==> src/rtl/if_pkg.sv <==
// Shared definitions for the MIPS instruction-fetch stage.
package if_pkg;

  typedef logic [1:0] if_state_t;

  localparam if_state_t ST_REQ   = 2'd0;
  localparam if_state_t ST_FULL  = 2'd1;
  localparam if_state_t ST_DRAIN = 2'd2;

  localparam logic [31:0] NOP_INST = 32'h0000_0000;
  localparam int unsigned PC_STEP  = 4;

endpackage

==> src/rtl/if_skid_buf.sv <==
// One-entry {inst, pc_4} holding register used when decode cannot accept a response.
module if_skid_buf
  import if_pkg::*;
#(
  parameter int AW = 32,
  parameter int DW = 32,
  parameter logic [DW-1:0] NOP = DW'(NOP_INST)
) (
  input  logic          clk,
  input  logic          rst,
  input  logic          load_i,
  input  logic          unload_i,
  input  logic          clear_i,
  input  logic [DW-1:0] inst_i,
  input  logic [AW-1:0] pc_4_i,
  output logic          full_o,
  output logic [DW-1:0] inst_o,
  output logic [AW-1:0] pc_4_o
);

  logic          full_q;
  logic [DW-1:0] inst_q;
  logic [AW-1:0] pc_4_q;

  // clear beats load so a flush can never leave stale data behind
  always_ff @(posedge clk or posedge rst) begin
    if (rst) begin
      full_q <= 1'b0;
      inst_q <= NOP;
      pc_4_q <= {AW{1'b0}};
    end else if (clear_i) begin
      full_q <= 1'b0;
    end else if (load_i) begin
      full_q <= 1'b1;
      inst_q <= inst_i;
      pc_4_q <= pc_4_i;
    end else if (unload_i) begin
      full_q <= 1'b0;
    end else begin
      full_q <= full_q;
    end
  end

  assign full_o = full_q;
  assign inst_o = inst_q;
  assign pc_4_o = pc_4_q;

endmodule

==> src/rtl/if_fetch_stage.sv <==
// Instruction-fetch stage: request/ready fetch from imem, IF/ID register and
// a one-entry skid buffer for responses that arrive while decode is stalled.
module if_fetch_stage
  import if_pkg::*;
#(
  parameter int AW = 32,
  parameter int DW = 32,
  parameter logic [DW-1:0] NOP = DW'(NOP_INST)
) (
  input  logic          clk,
  input  logic          rst,
  input  logic [AW-1:0] pc_in,
  output logic [AW-1:0] pc_4_if,
  output logic          pc_write,
  output logic          imem_req,
  output logic [AW-1:0] imem_addr,
  input  logic          imem_ready,
  input  logic [DW-1:0] imem_rdata,
  input  logic          stall,
  input  logic          flush,
  output logic          valid_id,
  output logic [DW-1:0] inst_id,
  output logic [AW-1:0] pc_4_id
);

  if_state_t     state_q, state_d;
  logic          outst_q, outst_d;
  logic [AW-1:0] addr_q, addr_d;
  logic          valid_q, valid_d;
  logic [DW-1:0] inst_q, inst_d;
  logic [AW-1:0] pc4_q, pc4_d;

  logic          req_s, resp_s, can_accept_s, pc_write_s;
  logic          skid_load_s, skid_unload_s, skid_clear_s, skid_full_s;
  logic [DW-1:0] skid_inst_s;
  logic [AW-1:0] skid_pc4_s;

  assign pc_4_if      = pc_in + AW'(PC_STEP);
  assign can_accept_s = !valid_q || !stall;
  assign req_s        = !rst && ((state_q == ST_REQ) || (state_q == ST_DRAIN));
  assign resp_s       = req_s && imem_ready;

  assign imem_req  = req_s;
  assign imem_addr = (outst_q || (state_q == ST_DRAIN)) ? addr_q : pc_in;
  assign pc_write  = pc_write_s && !rst;

  if_skid_buf #(.AW(AW), .DW(DW), .NOP(NOP)) u_skid (
    .clk      (clk),
    .rst      (rst),
    .load_i   (skid_load_s),
    .unload_i (skid_unload_s),
    .clear_i  (skid_clear_s),
    .inst_i   (imem_rdata),
    .pc_4_i   (pc_4_if),
    .full_o   (skid_full_s),
    .inst_o   (skid_inst_s),
    .pc_4_o   (skid_pc4_s)
  );

  // Next-state logic; flush overrides everything, including stall
  always_comb begin
    state_d       = state_q;
    valid_d       = valid_q;
    inst_d        = inst_q;
    pc4_d         = pc4_q;
    pc_write_s    = 1'b0;
    skid_load_s   = 1'b0;
    skid_unload_s = 1'b0;
    skid_clear_s  = 1'b0;
    outst_d       = req_s && !imem_ready;

    // the address is latched on first issue so it stays stable while the PC moves
    if (req_s && !outst_q && (state_q == ST_REQ)) begin
      addr_d = pc_in;
    end else begin
      addr_d = addr_q;
    end

    if (flush) begin
      pc_write_s   = 1'b1;
      valid_d      = 1'b0;
      inst_d       = NOP;
      skid_clear_s = 1'b1;
      state_d      = (req_s && !imem_ready) ? ST_DRAIN : ST_REQ;
    end else begin
      case (state_q)
        ST_REQ: begin
          if (resp_s) begin
            pc_write_s = 1'b1;
            if (can_accept_s) begin
              valid_d = 1'b1;
              inst_d  = imem_rdata;
              pc4_d   = pc_4_if;
            end else begin
              skid_load_s = 1'b1;
              state_d     = ST_FULL;
            end
          end else if (valid_q && !stall) begin
            valid_d = 1'b0;
            inst_d  = NOP;
          end else begin
            valid_d = valid_q;
          end
        end
        ST_FULL: begin
          if (!stall) begin
            valid_d       = skid_full_s;
            inst_d        = skid_inst_s;
            pc4_d         = skid_pc4_s;
            skid_unload_s = 1'b1;
            state_d       = ST_REQ;
          end else begin
            state_d = ST_FULL;
          end
        end
        ST_DRAIN: begin
          if (imem_ready) begin
            state_d = ST_REQ;
          end else begin
            state_d = ST_DRAIN;
          end
        end
        default: begin
          state_d = ST_REQ;
        end
      endcase
    end
  end

  // State and IF/ID pipeline register
  always_ff @(posedge clk or posedge rst) begin
    if (rst) begin
      state_q <= ST_REQ;
      outst_q <= 1'b0;
      addr_q  <= {AW{1'b0}};
      valid_q <= 1'b0;
      inst_q  <= NOP;
      pc4_q   <= {AW{1'b0}};
    end else begin
      state_q <= state_d;
      outst_q <= outst_d;
      addr_q  <= addr_d;
      valid_q <= valid_d;
      inst_q  <= inst_d;
      pc4_q   <= pc4_d;
    end
  end

  assign valid_id = valid_q;
  assign inst_id  = inst_q;
  assign pc_4_id  = pc4_q;

endmodule

==> config.mk <==
export PLATFORM = sky130hd
export DESIGN_NAME = if_fetch_stage
export DESIGN_NICKNAME = d
export VERILOG_FILES = /design/src/rtl/if_pkg.sv /design/src/rtl/if_skid_buf.sv /design/src/rtl/if_fetch_stage.sv
export SDC_FILE = /design/constraint.sdc
export NUM_CORES = 1
export LEC_CHECK = 0
export ABC_AREA = 1
export BUFFER_PORTS_ARGS = -buffer_cell sky130_fd_sc_hd__buf_4
export CAP_MARGIN = 20
export CORE_ASPECT_RATIO = 0.75
export CORE_MARGIN = 2
export CORE_UTILIZATION = 50
export CTS_BUF_LIST = sky130_fd_sc_hd__clkbuf_8
export CTS_CLUSTER_DIAMETER = 120
export DETAILED_ROUTE_END_ITERATION = 7
export PLACE_DENSITY_LB_ADDON = 0.05
export SETUP_SLACK_MARGIN = 0.2
export SLEW_MARGIN = 40
export SYNTH_ARGS = -nofsm -noshare
export SYNTH_HDL_FRONTEND = slang
export SYNTH_SLANG_ARGS = --single-unit
==> constraint.sdc <==
create_clock -name clk -period 7.19 [get_ports clk]
set_input_delay 1.438 -clock clk [delete_from_list [all_inputs] [get_ports clk]]
set_output_delay 1.438 -clock clk [all_outputs]
set_load 0.02 [all_outputs]
---- Word-level counts from Yosys, hierarchy flattened ----
Cells that the tools add are included.
storage, ports and cells
  register bits ........................... 165
  bits of input ports ..................... 69
  output and inout bits ................... 131
  logic and storage cells ................. 83
cells by class
  add/sub/neg operators ................... 1
  equality and inequality tests ........... 10
  multiplexer cells ....................... 38
  bitwise logic cells ..................... 2
  reduce and logical (&&, ||, !) cells .... 23
operators with widths
  kind                                                             number
  32-bit two-way mux                                               9
  32-bit one-hot mux with 2 select lines                           2
  32-bit by 3-bit adder with 32-bit output, second input constant  1
  1-bit two-way mux                                                20
  2-bit two-way mux                                                5
  3-bit != test, second input constant                             3
  1-bit logical AND                                                7
  2-bit != test, second input constant                             3
  2-bit one-hot mux with 3 select lines                            1
  3-bit nonzero test                                               2
  1-bit logical NOT                                                5
  5-bit AND reduction                                              1
  4-bit by 3-bit != test with 1-bit output, second input constant  1
  4-bit != test, second input constant                             1
  2-bit AND reduction                                              2
  4-bit AND reduction                                              1
  1-bit logical OR                                                 3
  2-bit by 1-bit == test with 1-bit output, second input constant  1
  2-bit == test, second input constant                             1
  2-bit logical NOT                                                1
  1-bit NOT                                                        2
  1-bit one-hot mux with 2 select lines                            1
  2-bit nonzero test                                               1

---- Depth between registers and ports, before layout ----
  depth after elaboration ................. 9
  gate-level depth with buffers ........... 10
  gate-level depth less buffers ........... 10

---- Modules after synthesis ----
A second synthesis with hierarchy kept.
second synthesis, totals
  cell total of the unflattened synthesis .. 1090
  area, all modules ....................... 8635.8 sq um
modules (own cells, without submodules)
  module          times used  cells an instance  area each (sq um)
  if_fetch_stage  1           806                6020.8
  if_skid_buf     1           284                2615.0

---- Worst setup path before layout ----
OpenSTA, ideal clock, no wires.
  path type ............................... input port to output port
  from .................................... input port rst
  to ...................................... output port pc_write
  data arrival time ....................... 6.246 ns
  setup slack ............................. -0.494 ns
  cell stages on the path ................. 6
  cell sequence ........................... inv_1 > nand2_2 > nor2_4 > clkbuf_1 > nand2_1 > a21oi_1
on the way
  longest elaborated chain between the ends .. 7
ends and longest elaborated chain
  element                               line                  text
  start, declared                       if_fetch_stage.sv:11  input logic rst,
  1-bit logical NOT (no source line) *  n/a
  1-bit logical AND                     if_fetch_stage.sv:40  assign req_s = !rst && ((state_q == ST_REQ) || (state_q == ST_DRAIN));
  1-bit logical AND                     if_fetch_stage.sv:41  assign resp_s = req_s && imem_ready;
  1-bit two-way mux                     if_fetch_stage.sv:88  if (resp_s) begin
  1-bit two-way mux                     if_fetch_stage.sv:86  case (state_q)
  1-bit two-way mux                     if_fetch_stage.sv:79  if (flush) begin
  1-bit logical AND *                   if_fetch_stage.sv:45  assign pc_write = pc_write_s && !rst;
  end, declared                         if_fetch_stage.sv:14  output logic pc_write,
Mark *: on every way between the ends. The rest lies on a longest branch, timed or not.

---- Worst setup path in the final report ----
  from .................................... input port pc_in[3]
  to ...................................... output port pc_4_if[28]
on the way
  longest elaborated chain between the ends .. 1
ends and longest elaborated chain
  element                                   line                  text
  start, declared                           if_fetch_stage.sv:12  input logic [AW-1:0] pc_in,
  32-bit by 3-bit adder with 32-bit output  if_fetch_stage.sv:38  assign pc_4_if = pc_in + AW'(PC_STEP);
  end, declared                             if_fetch_stage.sv:13  output logic [AW-1:0] pc_4_if,
Every way passes these cells.

==> summary.md <==
| Metric | Value |
|---|---|
| Cell row count | 40 |
| Crit path top cell by count | nand2_1 |
| Synth warnings | 0 |
| Compound-Gate Fraction of Synth Area | 14.00% |
| Hold Crit Start | inst_id[24] |
| WP data required | 5.75 ns |
| Sw Share | 31.37% |
| CTS buffer count | 17 |
| Reg2Reg Depth | 10 |
| Final WL | 22,400 um |
| Seq/Total Area, Yosys | 50.77% |
| Post-cts sizing count | 0 |
| CTS tree | yes |
| Power per cell area | 246.4 nW/um^2 |
| Synth Cell Area | 8133 um^2 |
| Status | complete, no violations |
| NetSw | 0.7915 mW |
| Synthesis-stage register bit count | 165 |
| Syn-to-layout area delta | 25.91% |
| # nets final | 1,332 |
| R2R Path End | valid_id |
| Max clock buf depth | 2 |
| Chip Height | 114.5 um |
| Routed wire per std cell | 15.09 um |
| Post-route ant nets | 0 |
| Crit path launch type | primary input |
| Clock tree sinks | 165 |
| GP Congestion | 0.8929 |
| Placeable Area | 15,970 um^2 |
| Utilization after layout | 64.14% |
| Post-Synth Adder-Cell Area | 0.1538% |
| R2R setup slack | 4.56 ns |
| Most frequent cells in the layout | nand2_1, buf_4, dfrtp_1, o21ai_0, inv_1 |
| Worst path bufs/invs | 2 |
| Worst-Skew Late Latency | 0.46 ns |
| Critical setup path kind | primary input to output port |
| Top Family by Delay on Critical Path | simple AND/OR/NAND/NOR gates |
| Post-DP HPWL | 15,400 um |
| Setup Skew | 0.01309 ns |
| Setup tns final | 0 ns |
| Sequential share of power | 45.9% |
| Routed vias/inst | 5.158 |
| Max Cap Violations | 0 |
| Grt total ovfl | 0 |
| Synth Area in Simple Gates | 26.38% |
| Synth Instances | 1,087 |
| Peak VDD IR | 0.0001715 V |
| Slowest CP cell | nor2_1 |
| Final period utilization | 61.85% |
| CTS root buffer | clkbuf_8 |
| CTS clk-pin slew, worst paths | 0.08 ns |
| I/O pins | 200 |
| Syn nets | 1,157 |
| Post-CTS setup buffer count | 0 |
| CP Cell Sequence | buf_4, ha_1, nand2_1, nor2_2, nand2_1, nor2_1, nand3_1, nand2_1, buf_4 |
| Reg-to-reg startpoint | state_q[0] |
| Chip width | 151.3 um |
| CP arrival | 3.01 ns |
| Leak | 5.371 nW |
| H-tree levels | 4 |
| Die footprint | 17,310 um^2 |
| First-pass GRT wire length | 35,470 um |
| Crit Path Max Fanout | 6 |
| Iteration-0 DRC Markers | 520 |
| Initial Utilization | 50.94% |
| Hold-fix buffers at CTS | 0 |
| Final hold viol count | 0 |
| Crit path time final | 4.447 ns |
| Synth unique cells | 26 |
| Mux cell area share after synthesis | 0% |
| 1st-pass router iterations | 5 |
| Xor-xnor portion of the synthesized cell area | 0.7538% |
| CP startpoint | pc_in[3] |
| Syn Area/Cell | 7.482 um^2 |
| Actual slew at the worst max-slew pin | 0.7031 ns |
| Comb pwr share | 24.1% |
| Levels on crit path | 9 |
| Fmax | 0.2249 GHz |
| Worst hold path class | flop to flop |
| DR DRC count | 0 |
| Crit end category | output port |
| Max Slew Vio Count | 0 |
| Largest net degree at the start of global routing | 89 |
| Layout cell share with drive strength beyond 1 | 20.41% |
| PortBufs | 199 |
| Total power | 2.523 mW |
| Vias | 7,655 |
| GRT Util Overall | 26.41% |
| Crit-path max cell delay | 0.36 ns |
| Pint | 1.732 mW |
| Setup-failing EPs final | 0 |
| Most common cell after layout, fill and taps aside | nand2_1 |
| Largest family of logic cells by synthesized area | simple AND/OR/NAND/NOR gates |
| CP endpoint | pc_4_if[28] |
| RSZ-0062 raised after global routing | false |
| Clock share of power | 29.9% |
| Initial antenna violation count | 0 |
| Vias in the first global route | 6,882 |
| Slew margin rel. | 53.12% |
| ANT cells | 0 |
[tightest hold or removal path: stages, from the launching register on]
cell     delay [ns]
dfrtp_1        0.35
nand2_1        0.06
nand2_1        0.05
[kinds of logic (layout without fill, tap and decap cells)]
family	count (synthesis)	after routing
adder cells (fa/ha/maj)	1	1
AO/OA/AOI/OAI	222	222
flip-flops	165	165
AND/OR/NAND/NOR	538	538
XOR/XNOR	7	7
buffers and inverters	154	341
[cell usage after synthesis (all sizes together)]
cell     number  area (um^2)
o21ai       169        853.3
buf          26        165.2
a21oi        41        205.2
clkbuf       28        105.1
and2          2        12.51
nand3        61        305.3
ha            1        12.51
dfrtp       165         4129
a2111oi       1        8.760
inv         100        375.4
nor2         71        294.0
nor3          1        16.27
xor2          7        61.31
o211ai        1        7.510
nand2       403         1518
a31oi         9        56.30
o31ai         1        7.510
[per-stage QoR]
stage          instance area, um^2  hold slack, ns  worst slack (ns)  std cells
6_report                     10240          0.4774             2.743       1484
5_1_grt                      10240          0.5011             2.627       1484
4_1_cts                      10210          0.4819             2.837       1483
3_5_place_dp                  9771          0.4599             2.859       1452
3_3_place_gp                  9708          0.4560             2.905       1450
2_1_floorplan                 8137          0.4422            0.9807       1087
[worst min-delay path by stage]
| stage | end | slack (ns) | depth (start not counted) |
|---|---|---|---|
| 2_1_floorplan | u_skid.pc_4_o[5] | 0.44 | 2 |
| 4_1_cts | inst_id[24] | 0.48 | 2 |
| 5_1_grt | inst_id[18] | 0.50 | 2 |
| 6_report | inst_id[24] | 0.48 | 2 |
| 3_5_place_dp | inst_id[24] | 0.46 | 2 |
| 3_3_place_gp | inst_id[28] | 0.46 | 2 |
[layout make-up]
class	instances	area, um^2
well taps	210	262.8
inverters	100	381.6
flip-flops and latches	165	4129
clock inverters	14	207.7
clock buffers	17	234.0
multi-input cells	768	3376
fillers	1419	5725
repair buffers	210	1649
[layer usage]
metal | track usage, % | vias to the layer above | share of wire (%)
met4 | 7.414 | 0 | 1.4
met2 | 39.70 | 266 | 44
met1 | 38.59 | 3569 | 47
li1 | - | 3795 | -
met5 | 0 | - | 0
met3 | 5.976 | 25 | 7.9
[power by group through the flow]
stage / logic (mW) / registers [mW] / clock network (mW)
3_3_place_gp: 0.600 / 1.17 / 0
2_1_floorplan: 0.299 / 1.23 / 0
3_5_place_dp: 0.610 / 1.18 / 0
6_report: 0.609 / 1.16 / 0.756
4_1_cts: 0.612 / 1.16 / 0.774
5_1_grt: 0.675 / 1.18 / 0.807
[registers in the layout (all words and copies together) (netlist names)]
register	count
addr_q	32
inst_id	32
pc_4_id	32
u_skid.inst_o	32
u_skid.pc_4_o	32
state_q	2
outst_q	1
u_skid.full_o	1
valid_id	1
No activity file was read; power rests on OpenSTA's default activity.
